File: config.mk
export PLATFORM = sky130hd
export DESIGN_NAME = spi_read_sequencer
export DESIGN_NICKNAME = d
export VERILOG_FILES = /design/src/rtl/spi_read_sequencer.sv
export SDC_FILE = /design/constraint.sdc
export NUM_CORES = 1
export LEC_CHECK = 0
export ABC_AREA = 1
export BUFFER_PORTS_ARGS = -buffer_cell sky130_fd_sc_hd__buf_2
export CORE_MARGIN = 5
export CORE_UTILIZATION = 55
export DETAILED_ROUTE_END_ITERATION = 6
export PLACE_DENSITY_LB_ADDON = 0.05
export SYNTH_ARGS = -nofsm -noshare
export SYNTH_HDL_FRONTEND = slang
export SYNTH_SLANG_ARGS = --single-unit
File: constraint.sdc
create_clock -name ACLK -period 6.5 [get_ports ACLK]
set_clock_uncertainty 0.2 [all_clocks]
set_input_delay 0.65 -clock ACLK [delete_from_list [all_inputs] [get_ports ACLK]]
set_output_delay 0.65 -clock ACLK [all_outputs]
set_load 0.1 [all_outputs]
File: src/rtl/spi_read_sequencer.sv
// AXI4-Lite read-channel master: one start pulse runs a scan of single-beat word reads,
// one outstanding at a time, streaming each returned word out with a one-cycle strobe.
module spi_read_sequencer #(
  parameter int ADDR_SIZE = 24,
  parameter int DATA_SIZE = 32,
  parameter int CNT_SIZE  = 16,
  parameter int TIMEOUT   = 1024
) (
  input  logic                 ACLK,
  input  logic                 ARESET,
  input  logic                 start,
  input  logic                 abort,
  input  logic [ADDR_SIZE-1:0] base_addr,
  input  logic [CNT_SIZE-1:0]  word_count,
  output logic                 busy,
  output logic                 done,
  output logic                 err_resp,
  output logic                 err_tmo,
  output logic                 word_valid,
  output logic [DATA_SIZE-1:0] word_data,
  output logic [CNT_SIZE-1:0]  word_index,
  output logic [ADDR_SIZE-1:0] araddr,
  output logic                 arvalid,
  input  logic                 arready,
  input  logic [DATA_SIZE-1:0] rdata,
  input  logic [1:0]           rresp,
  input  logic                 rvalid,
  output logic                 rready
);

  localparam int STRIDE = DATA_SIZE / 8;
  localparam int TW     = $clog2(TIMEOUT + 1);

  typedef enum logic [1:0] {IDLE, ADDR, DATA, DONE} state_t;

  state_t               state, state_next;
  logic [ADDR_SIZE-1:0] addr_reg;
  logic [CNT_SIZE-1:0]  count_reg;
  logic [CNT_SIZE-1:0]  idx_reg;
  logic [TW-1:0]        tmo_reg;
  logic                 abort_pend;
  logic                 ar_hs, r_hs, tmo_hit, last_word, stop_after_read;

  // Handshake-facing outputs are decoded from state so reset clears them immediately.
  assign arvalid = (state == ADDR);
  assign rready  = (state == DATA);
  assign busy    = (state != IDLE);
  assign done    = (state == DONE);
  assign araddr  = addr_reg;

  assign ar_hs     = arvalid & arready;
  assign r_hs      = rvalid & rready;
  assign tmo_hit   = (tmo_reg == TW'(TIMEOUT - 1));
  assign last_word = (idx_reg == count_reg - CNT_SIZE'(1));
  assign stop_after_read = (rresp != 2'b00) || last_word || abort_pend || abort;

  always_comb begin
    state_next = state;
    case (state)
      IDLE: if (start) state_next = (word_count == '0) ? DONE : ADDR;
      // A handshake already presented this cycle wins over abort or timeout.
      ADDR: begin
        if (ar_hs)        state_next = DATA;
        else if (abort)   state_next = DONE;
        else if (tmo_hit) state_next = DONE;
      end
      DATA: begin
        if (r_hs)         state_next = stop_after_read ? DONE : ADDR;
        else if (tmo_hit) state_next = DONE;
      end
      DONE:    state_next = IDLE;
      default: state_next = IDLE;
    endcase
  end

  always_ff @(posedge ACLK or posedge ARESET) begin
    if (ARESET) begin
      state      <= IDLE;
      addr_reg   <= '0;
      count_reg  <= '0;
      idx_reg    <= '0;
      tmo_reg    <= '0;
      abort_pend <= 1'b0;
      err_resp   <= 1'b0;
      err_tmo    <= 1'b0;
      word_valid <= 1'b0;
      word_data  <= '0;
      word_index <= '0;
    end else begin
      state      <= state_next;
      word_valid <= 1'b0;

      if (state != state_next)                   tmo_reg <= '0;
      else if (state == ADDR || state == DATA)   tmo_reg <= tmo_reg + TW'(1);

      if ((state == ADDR || state == DATA) && abort) abort_pend <= 1'b1;

      case (state)
        IDLE: if (start) begin
          addr_reg   <= base_addr;
          count_reg  <= word_count;
          idx_reg    <= '0;
          abort_pend <= 1'b0;
          err_resp   <= 1'b0;
          err_tmo    <= 1'b0;
        end
        ADDR: if (!ar_hs && !abort && tmo_hit) err_tmo <= 1'b1;
        DATA: begin
          if (r_hs) begin
            word_data  <= rdata;
            word_index <= idx_reg;
            word_valid <= 1'b1;
            if (rresp != 2'b00) err_resp <= 1'b1;
            if (!stop_after_read) begin
              idx_reg  <= idx_reg + CNT_SIZE'(1);
              addr_reg <= addr_reg + ADDR_SIZE'(STRIDE);
            end
          end else if (tmo_hit) begin
            err_tmo <= 1'b1;
          end
        end
        default: ;
      endcase
    end
  end

endmodule

==> results of run 1 <==
[worst paths after layout]
check	slack, ns	depth (start not counted)	to	from
setup / recovery	2.55	10	araddr[19]$_DFFE_PP0P_	state[0]$_DFF_PP0_
hold / removal	0.21	3	word_data[26]$_DFFE_PP0P_	rdata[26]
setup reg to reg	2.55	10	araddr[19]$_DFFE_PP0P_	state[0]$_DFF_PP0_
hold reg to reg	0.27	2	word_data[22]$_DFFE_PP0P_	word_data[22]$_DFFE_PP0P_
max in group asynchronous	4.71	3	word_index[14]$_DFFE_PP0P_	ARESET
min in group asynchronous	0.23	2	word_data[7]$_DFFE_PP0P_	ARESET
[cell type report]
cell class / instances / area [um2] / area share
clock buffers: 21 / 470 / 0.0588
clock inverters: 11 / 169 / 0.0211
inverters: 73 / 277 / 0.0346
multi-input cells: 614 / 3060 / 0.383
flip-flops and latches: 121 / 3030 / 0.379
well taps: 143 / 179 / 0.0224
repair buffers: 161 / 813 / 0.102
[synth_stat cells, types with 3 or more instances]
cell / n
nand2_1: 245
dfrtp_1: 121
nor2_1: 79
inv_1: 66
nand3_1: 55
o21ai_0: 55
a21oi_1: 27
xor2_1: 24
clkbuf_1: 21
nor4_1: 15
nor2_2: 14
a31oi_1: 11
nand4_1: 10
nor3_1: 10
ha_1: 9
nand2_2: 9
o21ai_1: 9
xnor2_1: 8
o211ai_1: 5
inv_2: 4
nand3b_1: 4
buf_2: 3
clkinv_1: 3
nand3_2: 3
nor2_4: 3
[layer usage]
layer	wire (um)	track usage
met1	7370	0.315
met2	8320	0.400
met3	1050	0.0683
met4	369	0.0825
met5	0	0
[stage by stage]
| stage | cells | hold slack (ns) | cell area (um2) | util |
|---|---|---|---|---|
| 3_5_place_dp | 1112 | 0.259 | 7360 | 0.639 |
| 6_report | 1144 | 0.213 | 8000 | 0.694 |
| 5_1_grt | 1144 | 0.221 | 8000 | 0.694 |
| 2_1_floorplan | 838 | 0.292 | 6500 | - |
| 4_1_cts | 1144 | 0.208 | 8000 | 0.694 |
| 3_3_place_gp | 1112 | 0.258 | 7360 | 0.639 |
[worst reg2reg max path, cell delays in order, from the launching register on]
cell and delay, ns:
dfrtp_1 0.40, inv_1 0.21, ha_1 0.19, buf_4 0.35, clkinv_1 0.78, nand2_1 0.25, a21oi_1 0.14, nand2_1 0.42
nand2_4 0.46, a21boi_0 0.27, o21a_1 0.18
[layout by cell type, fill, tap and decap left out, drive strengths merged]
cell type and instances:
nand2 255, buf 161, dfrtp 121, nor2 96, inv 70, o21ai 65
nand3 58, a21oi 29, xor2 24, clkbuf 21, nor4 15, nor3 12
a31oi 11, nand4 11, ha 9, xnor2 8, clkinv 6, o211ai 5
nand3b 4, bufinv 4, clkinvlp 4, or2 2, a21o 2, mux2 2
a21boi 1, o21a 1, nor3b 1, and3 1, a32oi 1, mux2i 1
[kinds of logic after synthesis]
family	share of synthesized area
buf+inv	0.0637
compound gates	0.0964
mux	0.00500
xor+xnor	0.0431
flops	0.466
fa+ha+maj	0.0173
simple gates	0.309
==> flow_metrics.tcl, run 1 <==
set metrics [dict create \
    firstDrtPassIters 5 \
    drt_iter0_markers 513 \
    synth_area_leader_cell "dfrtp_1" \
    syn_area_mm2 0.00650 \
    insertion_delay_ns 0.43 \
    path_clk_slew_ns 0.06 \
    end_kind "flip-flop" \
    cts_max_level 4 \
    synth_seq_area_share 0.466 \
    layout_min_cycle_time_ns 3.95 \
    design.die.area_mm2 0.0141 \
    num-nets-final 1077 \
    clock_sinks 121 \
    grt_usage 0.244 \
    timing.final.ws_setup_ns 2.55 \
    post_cts_buffers 0 \
    critPathRequiredTime_ns 6.62 \
    die_x_um 119 \
    root_buffer "clkbuf_16" \
    antenna_found_initial 0 \
    worstPathArrival_ns 4.07 \
    grt_max_degree 75 \
    worstPathMaxFanout 63 \
    cts_buffers 17 \
    fin_crit_sh 0.608 \
    synth_area_leaders "dfrtp_1 (47%), nand2_1 (14%), nor2_1 (4.6%), nand3_1 (4.2%), o21ai_0 (4.2%)" \
    tritoncts "built" \
    cp_top_family "buffers and inverters" \
    slew_viol_final 0 \
    status "complete, no violations" \
    regMostFlops "word_data" \
    ys_types 43 \
    synth_seq_cells 121 \
    rows 39 \
    initial_utilization 0.564 \
    critPathBufInv 3 \
    largest_register_ff_count 32 \
    place_ws_ns 2.59 \
    first_global_vias 5813 \
    ys_warn_count 0 \
    grt.overflow.total 0 \
    worst_setup_path_start_kind "flip-flop" \
    antenna_cells 0 \
    dp_hpwl_um 12200 \
    cts_max_path_buffers 2 \
    fp.dieH_um 119 \
    io_buffers 158 \
    ys.flop_type "dfrtp_1" \
    syn-mean-instance-area_um2 7.76 \
    crit_slowest_cell "clkinv_1" \
    grt_pass1_wl_um 28000 \
    setup_viol 0 \
    cp_common_cell "nand2_1" \
    coreArea_mm2 0.0115 \
    wirelength_um 17100 \
    setup-tns-final_ns 0 \
    hp-class "primary input to flip-flop" \
    synthCells 838 \
    via_per_inst 5.31 \
    fillCellCount 1008 \
    drive_above_1_share 0.238 \
    crit_type "flip-flop to flip-flop" \
    final_antenna_net_count 0 \
    io_pins 159 \
    hold_violations 0 \
    synth-edff-count 0 \
    slew_headroom 0.288 \
    critPathMaxStageDelay_ns 0.77 \
    area_growth_pct 23.0 \
    vias 6071 \
    postCtsHoldBufs 0 \
    cts_resized 0 \
    rsz0062_at_grt "false" \
    fmax_mhz 253 \
    max-cap-violations 0 \
    async_flop_share 1.00 \
    synthesis.nets 927 \
    wire_per_inst_um 15.0 \
    synth_top_cell_area_share 0.466 \
    drc_errors 0 \
    tightest_slew_ns 1.06 \
    place_congestion 0.856 \
    worstPathCellList "inv_1 -> ha_1 -> buf_4 -> clkinv_1 -> nand2_1 -> a21oi_1 -> nand2_1 -> nand2_4 -> a21boi_0 -> o21a_1" \
]
Power of run 1 is not shown: default switching activity piles up to over one toggle a cycle in this logic, so the estimate is an artifact.
==> inputs of run 2 (changes only) <==
ABC_AREA = 0   (was 1)
CORE_UTILIZATION = 49   (was 55)
clock period = 3.4 ns   (was 6.5 ns; I/O delays follow)
==> run 2 against run 1 <==
Effect of this change:
- critical path depth unchanged
- non-clock buffer count increased by 78
- register-to-register slack got worse by 2.4 ns
- sequential share of layout area decreased by 2.6 points
- die area increased by 9.3%
- first-iteration DRC count decreased by 31%
- maximum frequency increased by 23%
- design area increased by 7.2%
- core utilization decreased by 1.8 points
==> flow_metrics.tcl, run 2 <==
set metrics [dict create \
    final_antenna_net_count 0 \
    hold_violations 0 \
    grt.overflow.total 0 \
    timing.final.ws_setup_ns 0.189 \
    crit_type "flip-flop to flip-flop" \
    via_per_inst 5.44 \
    met2_usage 0.410 \
    slew_headroom 0.494 \
    antenna_found_initial 0 \
    tightest_slew_ns 0.754 \
    io_pins 159 \
    setup_viol 0 \
    fin_crit_sh 0.945 \
    path_clk_slew_ns 0.05 \
    cts_max_path_buffers 2 \
    worst_setup_path_start_kind "flip-flop" \
    drt_iter0_markers 352 \
    dp_hpwl_um 12400 \
    area_growth_pct 34.4 \
    synth_top_cell_area_share 0.475 \
    largest_register_ff_count 32 \
    rows 41 \
    setup.worst_path.start "count_reg[3]$_DFFE_PP0P_" \
    synth-edff-count 0 \
    synth_area_leaders "dfrtp_1 (47%), nand2_1 (12%), xnor2_1 (3.6%), mux2_2 (3.0%), a21oi_1 (3.0%)" \
    syn-mean-instance-area_um2 8.82 \
    die_x_um 124 \
    r2r_end "idx_reg[10]$_DFFE_PP0P_" \
    cts_max_level 4 \
    met3_usage 0.0718 \
    hp-class "primary input to flip-flop" \
    root_buffer "clkbuf_16" \
    antenna_cells 0 \
    synth_common_cells "nand2_1 (198), dfrtp_1 (121), a21oi_1 (38)" \
    final-instance-count-excl-fill 1127 \
    firstDrtPassIters 4 \
    io_buffers 158 \
    design.die.area_mm2 0.0154 \
    fp.dieH_um 124 \
    async_flop_share 1.00 \
    synth_seq_area_share 0.475 \
    synth_area_leader_cell "dfrtp_1" \
    fmax_mhz 311 \
    slew_viol_final 0 \
    p_seq_frac 0.257 \
    regMostFlops "word_data" \
    final_cell_mix "nand2_1 (197), buf_2 (158), dfrtp_1 (121), dlygate4sd3_1 (53), a21oi_1 (37)" \
    peakVddDrop_mv 1.01 \
    grt_pass1_wl_um 30500 \
    rsz0062_at_grt "false" \
    placed_cells 1042 \
    ys_warn_count 0 \
    initial_utilization 0.503 \
    setup-tns-final_ns 0 \
    num-nets-final 1032 \
    layout_min_cycle_time_ns 3.21 \
    pwr-share-clk 0.185 \
    hold_end "araddr[17]$_DFFE_PP0P_" \
    grt_max_degree 122 \
    cts_buffers 17 \
    hold_depth 3 \
    wire_per_inst_um 16.1 \
    worstPathArrival_ns 3.36 \
    ys_types 66 \
    p_int_mw 4.20 \
    first_global_vias 6303 \
    final_common_cell "nand2_1" \
    leakage_nw 4.12 \
    status "complete, no violations" \
    power_density_mw_per_mm2 1100 \
    worstRegToRegCells 10 \
    end_kind "flip-flop" \
    power.share.switching 0.554 \
    insertion_delay_ns 0.42 \
    met1_usage 0.317 \
    pwr-share-comb 0.558 \
    ys.flop_type "dfrtp_1" \
    place_ws_ns 0.0998 \
    worstPathMaxFanout 9 \
    r2r_slack_ns 0.19 \
    synth_seq_cells 121 \
    clock_sinks 121 \
    coreArea_mm2 0.0127 \
    p_switching_mw 5.22 \
    drive_above_1_share 0.261 \
    critPathRequiredTime_ns 3.55 \
    max-cap-violations 0 \
    p_total_mw 9.41 \
    top_usage_layer "met2" \
    place_congestion 0.925 \
    rr_startpoint "count_reg[3]$_DFFE_PP0P_" \
    grt_usage 0.250 \
    drc_errors 0 \
    wirelength_um 18200 \
    vias 6133 \
    synthCells 723 \
    synth.most_common_cell "nand2_1" \
    min_from "base_addr[17]" \
    tritoncts "built" \
    syn_area_mm2 0.00638 \
    synthesis.nets 812 \
]
==> run 2: changes by cell type in the layout (fill, tap and decap cells not counted), moves of 18 or more <==
cell	delta
inv_1	-51
nor2_1	-46
nand3_1	-25
o21ai_0	-33
nand2_1	-47
nor3_1	+19
buf_4	+24
dlygate4sd3_1	+53
xnor2_1	+18
==> run 2: stage by stage <==
stage / util / cell area, um2 / hold WS [ns]
final: 0.677 / 8580 / 0.0282
after global routing: 0.677 / 8580 / 0.0227
after CTS: 0.676 / 8560 / 0.0110
after detailed placement: 0.588 / 7450 / 0.257
after global placement: 0.588 / 7450 / 0.253
after floorplan: - / 6380 / 0.226
==> run 2: repair_timing <==
action / 4_1_cts / 5_1_grt
hold buffers: 53 / 0
resized for setup: 0 / 2
hold endpoints to repair: 173 / 0
setup endpoints to repair: 0 / 17
setup buffers: 0 / 1
==> run 2: cell families after synthesis <==
logic type,synth area share
and+or+nand+nor,0.270
AOI/OAI and AO/OA,0.116
muxes,0.0365
adders and majority gates,0.0177
DFF,0.475
xor gates and xnor gates,0.0522
buffers and inverters,0.0337
==> run 2: power by group through the flow <==
stage	clock network (mW)	registers, mW	logic, mW
detailed placement	0	2.42	5.19
global placement	0	2.39	5.12
global route	1.83	2.49	5.56
CTS	1.77	2.41	5.25
finish	1.74	2.42	5.25
floorplan	0	4.81	1.77
==> run 2: cell type report <==
type                            count  area, um2
Tap cell                          172        215
Inverter                           15       60.1
Sequential cell                   121       3030
Fill cell                        1032       4100
Multi-Input combinational cell    549       3150
Clock inverter                      7       65.1
Clock buffer                       24        512
Timing Repair Buffer              239       1540
==> run 2: worst max-delay path by stage <==
stage / end / slack (ns) / depth (start not counted)
5_1_grt: araddr[3]$_DFFE_PP0P_ / 0.05 / 11
3_3_place_gp: araddr[22]$_DFFE_PP0P_ / 0.21 / 9
6_report: idx_reg[10]$_DFFE_PP0P_ / 0.19 / 10
2_1_floorplan: araddr[13]$_DFFE_PP0P_ / 0.02 / 10
4_1_cts: araddr[16]$_DFFE_PP0P_ / 0.1 / 9
3_5_place_dp: araddr[16]$_DFFE_PP0P_ / 0.1 / 9
==> run 2: critical path, stage by stage (launching register included) <==
cell and delay (ns):
dfrtp_1 0.38, buf_4 0.17, nor4_2 0.35, nand4b_1 0.21, o21a_1 0.24, o32ai_2 0.37, nor4_4 0.10, buf_4 0.17
or3_4 0.39, or4_1 0.47, nand2_1 0.09
==> run 2: per-layer routing <==
layer | part of all wire | routed length [um]
met3 | 0.082 | 1490
met2 | 0.48 | 8710
met5 | 0 | 0
met4 | 0.025 | 449
met1 | 0.41 | 7550
No activity file was read; power rests on OpenSTA's default activity.
==> inputs of run 3 (changes only) <==
ABC_AREA = 1   (was 0)
CAP_MARGIN = 20   (was not set)
TNS_END_PERCENT = 100   (was not set)
==> run 3 against run 2 <==
Effect of this change:
- design area increased by 1.6%
- highest routed layer unchanged
- critical path type unchanged
- final cell count increased by 11%
- maximum frequency grew 9.9%
==> flow_metrics.tcl, run 3 (synthesis results as in run 1) <==
set metrics [dict create \
    status "complete, no violations" \
    drc_errors 0 \
    coreArea_mm2 0.0131 \
    fin_crit_sh 0.860 \
    largest_register_ff_count 32 \
    wire_per_inst_um 14.2 \
    placed_cells 1150 \
    rows 42 \
    worst_setup_path_start_kind "flip-flop" \
    slew_viol_final 0 \
    critPathBufInv 1 \
    worstPathMaxFanout 63 \
    via_per_inst 5.00 \
    fmax_mhz 342 \
    final_antenna_net_count 0 \
    final_common_cell "nand2_1" \
    rsz0062_at_grt "false" \
    critPathMaxStageDelay_ns 0.50 \
    tightest_slew_ns 0.698 \
    design.die.area_mm2 0.0157 \
    worstPathCellList "inv_1 -> ha_1 -> nand2_1 -> nor2_1 -> nand3_1 -> a21oi_1 -> nor2_1 -> nand2_1 -> nor2_1 -> nand2_2 -> nand3_2 -> nand2_4 -> nand3_1 -> o21ai_0 -> a21oi_1" \
    cts_max_path_buffers 2 \
    max-cap-violations 0 \
    drt_iter0_markers 451 \
    antenna_cells 0 \
    path_clk_slew_ns 0.05 \
    critPathRequiredTime_ns 3.50 \
    wirelength_um 17700 \
    end_kind "flip-flop" \
    insertion_delay_ns 0.43 \
    tritoncts "built" \
    clock_sinks 121 \
    layout_min_cycle_time_ns 2.92 \
    hold_violations 0 \
    drive_above_1_share 0.226 \
    fillCellCount 1146 \
    firstDrtPassIters 5 \
    final_cell_mix "nand2_1 (244), buf_2 (158), dfrtp_1 (121), nor2_1 (79), dlygate4sd3_1 (68)" \
    timing.final.ws_setup_ns 0.478 \
    dp_hpwl_um 12100 \
    antenna_found_initial 0 \
    cp_top_family "simple AND/OR/NAND/NOR gates" \
    vias 6252 \
    grt.overflow.total 0 \
    crit_type "flip-flop to flip-flop" \
    fp.dieH_um 125 \
    setup_viol 0 \
    postCtsHoldBufs 68 \
    grt_pass1_wl_um 30300 \
    final-instance-count-excl-fill 1250 \
    initial_utilization 0.495 \
    cp_common_cell "nor2_1" \
    die_x_um 125 \
    cts_max_level 4 \
    hp-class "primary input to flip-flop" \
    ff_latch_area_mm2 0.00303 \
    slew_headroom 0.534 \
    grt_max_degree 122 \
    first_global_vias 6326 \
    root_buffer "clkbuf_16" \
    num-nets-final 1150 \
    post_cts_buffers 0 \
    worstPathArrival_ns 3.02 \
    multi_input_area_mm2 0.00306 \
    cts_resized 0 \
    setup-tns-final_ns 0 \
    io_buffers 158 \
    place_congestion 0.926 \
    area_growth_pct 34.0 \
    cts_buffers 17 \
    grt_usage 0.234 \
    crit_slowest_cell "nand2_4" \
    place_ws_ns 0.483 \
    io_pins 159 \
    regMostFlops "word_data" \
]
==> run 3: cell count changes in the layout (fill, tap and decap cells not counted), sizes merged, moves of 17 or more <==
| cell | previous run | this run |
|---|---|---|
| nand2 | 198 | 255 |
| inv | 14 | 69 |
| o21ai | 23 | 65 |
| nand3 | 30 | 58 |
| buf | 186 | 166 |
| nor3 | 29 | 12 |
| nor2 | 34 | 96 |
| xnor2 | 26 | 8 |
==> run 3: per-stage QoR <==
step                      utilization  hold WS, ns  instance area [um2]
after floorplan                     -        0.226                 6500
after global placement          0.567        0.258                 7450
after detailed placement        0.567        0.259                 7450
after CTS                       0.663      0.00167                 8710
after global routing            0.663       0.0270                 8710
final                           0.663      0.00240                 8710
==> run 3: worst min-delay path, delay by kind of cell <==
family | cells | cell delay [ns]
AOI/OAI and AO/OA | 1 | 0.11
buffers and inverters | 1 | 0.09
and+or+nand+nor | 1 | 0.04
==> run 3: final timing paths <==
path | cells past startpoint | start | to | slack (ns)
min in group asynchronous | 4 | ARESET | word_data[2]$_DFFE_PP0P_ | 0.42
max in group asynchronous | 4 | ARESET | abort_pend$_DFF_PP0_ | 2.03
worst min-delay path | 3 | word_count[1] | count_reg[1]$_DFFE_PP0P_ | 0.002
worst min register to register | 2 | word_data[4]$_DFFE_PP0P_ | word_data[4]$_DFFE_PP0P_ | 0.27
worst max-delay path | 15 | count_reg[0]$_DFFE_PP0P_ | idx_reg[8]$_DFFE_PP0P_ | 0.48
worst max register to register | 15 | count_reg[0]$_DFFE_PP0P_ | idx_reg[8]$_DFFE_PP0P_ | 0.48
==> run 3: layout make-up <==
cell class,count,share of cell area
Tap cell,176,0.0253
Multi-Input combinational cell,614,0.351
Clock inverter,12,0.0144
Clock buffer,20,0.0524
Timing Repair Buffer,234,0.177
Sequential cell,121,0.348
Inverter,73,0.0319
==> run 3: routing by layer <==
metal,routed length [um],part of all wire,vias up,track usage
met2,8590,0.48,154,0.390
met3,859,0.048,38,0.0597
li1,-,-,3171,-
met4,456,0.026,0,0.0842
met5,0,0,-,0
met1,7830,0.44,2889,0.296
Power of run 3 is left out for the same reason.
